`src/rtl/spr_rend.sv`:
```
// Single-sprite scanline renderer: a pending/active slice pair swapped at end of line,
// producing a registered palette index and opaque flag one pixel clock after PIXEL_X.
module spr_rend (
   input  logic        PPU_SLOW_CLOCK,
   input  logic        RST,
   input  logic [31:0] SPR_DATA,
   input  logic [9:0]  PIXEL_X,
   input  logic        LOAD,
   input  logic        ENABLE,
   output logic [3:0]  PAL_COLOUR,
   output logic        VALID
);

   localparam logic [9:0] LAST_COL    = 10'd339;
   localparam logic [9:0] VISIBLE_END = 10'd256;

   logic [31:0] pend_q, pend_d;
   logic [31:0] act_q, act_d;
   logic        pend_ld_q, pend_ld_d;
   logic        act_ld_q, act_ld_d;
   logic [3:0]  colour_q, colour_d;
   logic        valid_q, valid_d;

   logic [9:0]  spr_x;
   logic [9:0]  off;
   logic        in_range;
   logic        h_flip;
   logic [2:0]  idx;
   logic [7:0]  lsb_plane;
   logic [7:0]  msb_plane;
   logic [3:0]  colour;
   logic        opaque;
   logic        attr_unused;

   // Priority and vertical-flip attribute bits are consumed elsewhere in the pipeline.
   assign attr_unused = ^{act_q[31], act_q[29:26]};

   always_comb begin
      pend_d    = pend_q;
      pend_ld_d = pend_ld_q;
      act_d     = act_q;
      act_ld_d  = act_ld_q;

      // Swap reads the pre-edge pending buffer, so a same-edge LOAD lands for the next line.
      if (PIXEL_X == LAST_COL) begin
         act_d     = pend_q;
         act_ld_d  = pend_ld_q;
         pend_ld_d = 1'b0;
      end
      if (LOAD) begin
         pend_d    = SPR_DATA;
         pend_ld_d = 1'b1;
      end
   end

   always_comb begin
      lsb_plane = act_q[7:0];
      msb_plane = act_q[15:8];
      h_flip    = act_q[30];
      spr_x     = {2'b00, act_q[23:16]};
      off       = PIXEL_X - spr_x;
      // Full 10-bit compare: sprites near the right edge never wrap into column 0.
      in_range  = (PIXEL_X >= spr_x) && (off < 10'd8) && (PIXEL_X < VISIBLE_END);
      idx       = h_flip ? off[2:0] : (3'd7 - off[2:0]);
      colour    = {act_q[25:24], msb_plane[idx], lsb_plane[idx]};
      opaque    = (colour[1:0] != 2'b00);

      valid_d   = ENABLE && act_ld_q && in_range && opaque;
      colour_d  = valid_d ? colour : 4'h0;
   end

   always_ff @(posedge PPU_SLOW_CLOCK) begin
      if (!RST) begin
         pend_q    <= '0;
         act_q     <= '0;
         pend_ld_q <= 1'b0;
         act_ld_q  <= 1'b0;
         colour_q  <= 4'h0;
         valid_q   <= 1'b0;
      end else begin
         pend_q    <= pend_d;
         act_q     <= act_d;
         pend_ld_q <= pend_ld_d;
         act_ld_q  <= act_ld_d;
         colour_q  <= colour_d;
         valid_q   <= valid_d;
      end
   end

   assign PAL_COLOUR = colour_q;
   assign VALID      = valid_q;

endmodule

```
`config.mk`:
```
export PLATFORM = sky130hd
export DESIGN_NAME = spr_rend
export DESIGN_NICKNAME = d
export VERILOG_FILES = /design/src/rtl/spr_rend.sv
export SDC_FILE = /design/constraint.sdc
export NUM_CORES = 1
export LEC_CHECK = 0
export ABC_CLOCK_PERIOD_IN_PS = 6500
export CORE_MARGIN = 1.5
export CORE_UTILIZATION = 57
export CTS_CLUSTER_SIZE = 28
export DETAILED_ROUTE_END_ITERATION = 10
export PLACE_DENSITY_LB_ADDON = 0.08
export SLEW_MARGIN = 20
export SYNTH_ARGS = -nofsm -noshare
export SYNTH_HDL_FRONTEND = slang
export SYNTH_SLANG_ARGS = --single-unit
```
`constraint.sdc`:
```
create_clock -name PPU_SLOW_CLOCK -period 6.5 [get_ports PPU_SLOW_CLOCK]
set_input_delay 0.975 -clock PPU_SLOW_CLOCK [delete_from_list [all_inputs] [get_ports PPU_SLOW_CLOCK]]
set_output_delay 0.975 -clock PPU_SLOW_CLOCK [all_outputs]
set_load 0.005 [all_outputs]
```
# After elaboration in Yosys (flattened, before gate mapping)
# Cells that the tools add are included.
op_classes:
  mux: 7
  n_lt_le_gt_ge: 4
  n_eq_ne: 1
  add_sub_neg: 2
  n_reduce_logical: 8
ops:
  columns: ["op", "count"]
  rows:
  - ["10-bit by 9-bit == test with 1-bit output, second input constant", 1]
  - ["10-bit by 8-bit >= comparator with 1-bit output", 1]
  - ["10-bit by 4-bit less-than comparator with 1-bit output, second input constant", 1]
  - ["10-bit by 9-bit less-than comparator with 1-bit output, second input constant", 1]
  - ["10-bit by 8-bit subtractor with 10-bit output", 1]
  - ["1-bit binary-select mux with 3-bit select", 2]
  - ["1-bit logical AND", 5]
  - ["3-bit by 4-bit less-than comparator with 1-bit output, second input constant", 1]
  - ["1-bit 2-to-1 mux", 4]
  - ["2-bit nonzero test", 2]
  - ["3-bit 2-to-1 mux", 1]
  - ["3-bit subtractor, first input constant", 1]
  - ["2-bit AND reduction", 1]
totals:
  ff_bits: 69
  word_cells: 28
  output_inout_bits: 5

# Longest topological paths before layout
depth:
  word_depth: 8
  ltp_mapped: 10
  ltp_nobuf: 9

# Least setup slack after synthesis
# Ideal clock, no wire load.
synth_path:
  path_kind: "in2reg"
  from: "in PIXEL_X[0]"
  to: "reg colour_q[2], in the netlist PAL_COLOUR[2]"
  cell_stages: 9
  arrival_ns: 2.815
  t_required_ns: 6.383
  path_slack_ns: 3.568
  cell_sequence: "inv_1 -> ha_1 -> fa_1 -> nor2_1 -> a211o_1 -> a221o_1 -> o211ai_1 -> a2bb2oi_1 -> and4bb_1"
synth_via:
  elab_chain_len: 8
synth_lines:
  columns: ["item", "line", "text"]
  rows:
  - ["start: declaration", "7", "input logic [9:0] PIXEL_X,"]
  - ["10-bit by 8-bit subtractor with 10-bit output", "61", "off = PIXEL_X - spr_x;"]
  - ["3-bit subtractor", "64", "idx = h_flip ? off[2:0] : (3'd7 - off[2:0]);"]
  - ["3-bit 2-to-1 mux", "64", null]
  - ["1-bit binary-select mux with 3-bit select", "65", "colour = {act_q[25:24], msb_plane[idx], lsb_plane[idx]};"]
  - ["1-bit 2-to-1 mux (implied by the code)", "65", null]
  - ["2-bit nonzero test", "66", "opaque = (colour[1:0] != 2'b00);"]
  - ["1-bit logical AND (*)", "68", "valid_d = ENABLE && act_ld_q && in_range && opaque;"]
  - ["2-bit AND reduction (no source line) (*)", null, null]
  - ["end signal: assignment", "85", "colour_q <= colour_d;"]
  - ["end: declaration", "21", "logic [3:0] colour_q, colour_d;"]
# Mark *: on every way between the ends. The rest lies on a longest branch, timed or not. The select of a mux whose other input is x is not followed.
# A chain may end at the register's enable or synchronous reset.

# Worst setup path in the final report
# Ends and elaborated chain as after synthesis.

==> run metrics <==
Ports=51; Critical Path Start Type=input port; DR pass1 iterations=5; post-CTS setup buffer count=0; # fillers=410; Slew @ Worst Pin=0.8192 ns; Reg clk slew, reported paths=0.06 ns; VDD IR-drop max=0.1419 mV; Max Clock Freq=280.1 MHz; synthesized net count=343; Worst Skew=0.004653 ns; number of global-route vias before repair=1928; first-pass GRT wire length=8.700 mm; Post-synth ARST share=0; Die Wd=75.42 um; layout cells sized above 1=0.07508; Synth area leaders=dfxtp_1 (41%), mux2i_1 (20%), nor2b_1 (13%), ha_1 (3.3%), inv_1 (1.5%); final setup vio count=0; Post-synth top flop=dfxtp_1; Mapped Cells=288; final wirelength=5.293 mm; Crit Path Max Fanout=15; Die Y=75.42 um; Tcrit/Tclk final=0.5493; worst skew pair latency=0.33 ns; largest net degree at the start of global routing=58; CTS tree=yes; Detail Route Antenna Nets=0; WP data required=6.72 ns; Distinct cells, synth=47; Port Buffers=45; post-synth top area cell=dfxtp_1; GRT Total Usage=0.2036; max-cap violations=0; RSZ-0062 raised after global routing=false; DP HPWL=3.596 mm; Vias/cell=5.216; number of cell rows=26; Layout area overhead=22.23%; drt first-iter violations=127; CTS Buffer Depth=2; core area=0.005075 sq mm; Post-Syn Area=0.002989 sq mm; worst hold path type=reg -> reg; CP endpoint kind=flop; post-synthesis sequential area ratio=0.4085; setup TNS=0 ns; Syn Area/Cell=10.38 sq um; outcome=completed; synthesis-stage register bit count=61; max-slew violations=0; Slew headroom=0.4538; Ys Warns=0; Remaining Overflow, GRT=0; cts hold-fix bufs=0; Final Hold Viols=0; min cycle time layout=3.571 ns; antenna cells=0; share of the synthesized area in the top cell type=0.4085; root buffer cell=clkbuf_8; PostCTS Resize Cnt=0; H-tree depth=3; Residual DRC=0; type of the worst setup path=in -> reg; commonest cells in the netlist=dfxtp_1 (61), mux2i_1 (61), nor2b_1 (60); fin util=0.7199; Post-synth EDFFs=0; Leak Pwr=0.001348 uW; initial antenna violation count=0; starting density of the core=0.5890; die footprint=0.005687 sq mm; Routability Congestion=0.8220; mean routed wirelength per cell=13.13 um; Vias=2102; power per standard cell area=232.2 mW/mm^2; Clock Sinks=61; CTS buffer count=9; Worst Path Arrival=3.79 ns; Final #Nets=383
critical path: stages:
cell and delay (ns):
clkdlybuf4s50_1 0.50, inv_1 0.06, ha_1 0.22, fa_1 0.79, nor2_1 0.12, a211o_1 0.31, a221o_1 0.31, o211ai_1 0.17
a2bb2oi_1 0.13, and4bb_1 0.21
final timing paths:
| check | slack (ns) | to | depth (start not counted) | start |
|---|---|---|---|---|
| max | 2.93 | PAL_COLOUR[2]$_SDFF_PN0_ | 10 | PIXEL_X[0] |
| min | 0.51 | act_ld_q$_SDFFE_PN0P_ | 2 | pend_ld_q$_SDFFE_PN0P_ |
| min reg2reg | 0.51 | act_ld_q$_SDFFE_PN0P_ | 2 | pend_ld_q$_SDFFE_PN0P_ |
| max reg2reg | 3.83 | PAL_COLOUR[2]$_SDFF_PN0_ | 8 | act_q[16]$_SDFFE_PN0P_ |
cells by family after synthesis:
family / count (synthesis) / share of synthesized area
muxes: 65 / 0.2269
xor gates and xnor gates: 3 / 0.008792
adders and majority gates: 9 / 0.04019
buffers and inverters: 29 / 0.04729
DFF: 61 / 0.4085
AOI/OAI and AO/OA: 32 / 0.07870
and+or+nand+nor: 89 / 0.1896
final cells by class:
class / count / area, sq um / share of cell area
multi-input cells: 198 / 1627 / 0.4452
flip-flops and latches: 61 / 1221 / 0.3342
repair buffers: 46 / 447.9 / 0.1226
clock buffers: 12 / 155.1 / 0.04247
well taps: 70 / 87.58 / 0.02397
clock inverters: 4 / 70.07 / 0.01918
inverters: 12 / 45.04 / 0.01233
per-layer routing:
layer,vias up,track usage,wire length [um]
met3,11,0.03968,200
met5,-,0,0
met1,958,0.2676,2586
met2,43,0.3207,2402
li1,1090,-,-
met4,0,0.1012,102
layout by cell type, fill, tap and decap left out, types with 3 or more instances in the layout:
cell type         n
a21oi_1           3
clkbuf_8         11
nor2_1            6
nor2b_1          60
ha_1              8
clkdlybuf4s50_1  43
nand2_1           6
mux2i_1          61
nor3_1            3
o21a_1            5
o21ai_0           3
inv_1            12
o211ai_1          5
dfxtp_1          61
metrics by stage:
| step | hold WS (ns) | power (uW) | cell area [sq um] | instances | setup slack (ns) |
|---|---|---|---|---|---|
| final | 0.5149 | 848.4 | 3654 | 403 | 2.929 |
| after global routing | 0.5464 | 881.1 | 3654 | 403 | 2.806 |
| after CTS | 0.5173 | 857.0 | 3654 | 403 | 2.922 |
| after detailed placement | 0.5053 | 481.5 | 3428 | 387 | 2.569 |
| after global placement | 0.4950 | 479.5 | 3428 | 387 | 2.599 |
| after floorplan | 0.4739 | 447.4 | 2989 | 288 | 3.568 |
state kept, by name (all words and copies together) (netlist names):
signal	flops
act_ld_q	1
pend_q	27
pend_ld_q	1
act_q	27
VALID	1
PAL_COLOUR	4
power by group:
| part | switching, uW | internal, uW |
|---|---|---|
| sequential | 5.39 | 384 |
| combinational | 33.8 | 49.3 |
| clock | 140 | 236 |
| total | 179 | 669 |
No activity file was read; power rests on OpenSTA's default activity.
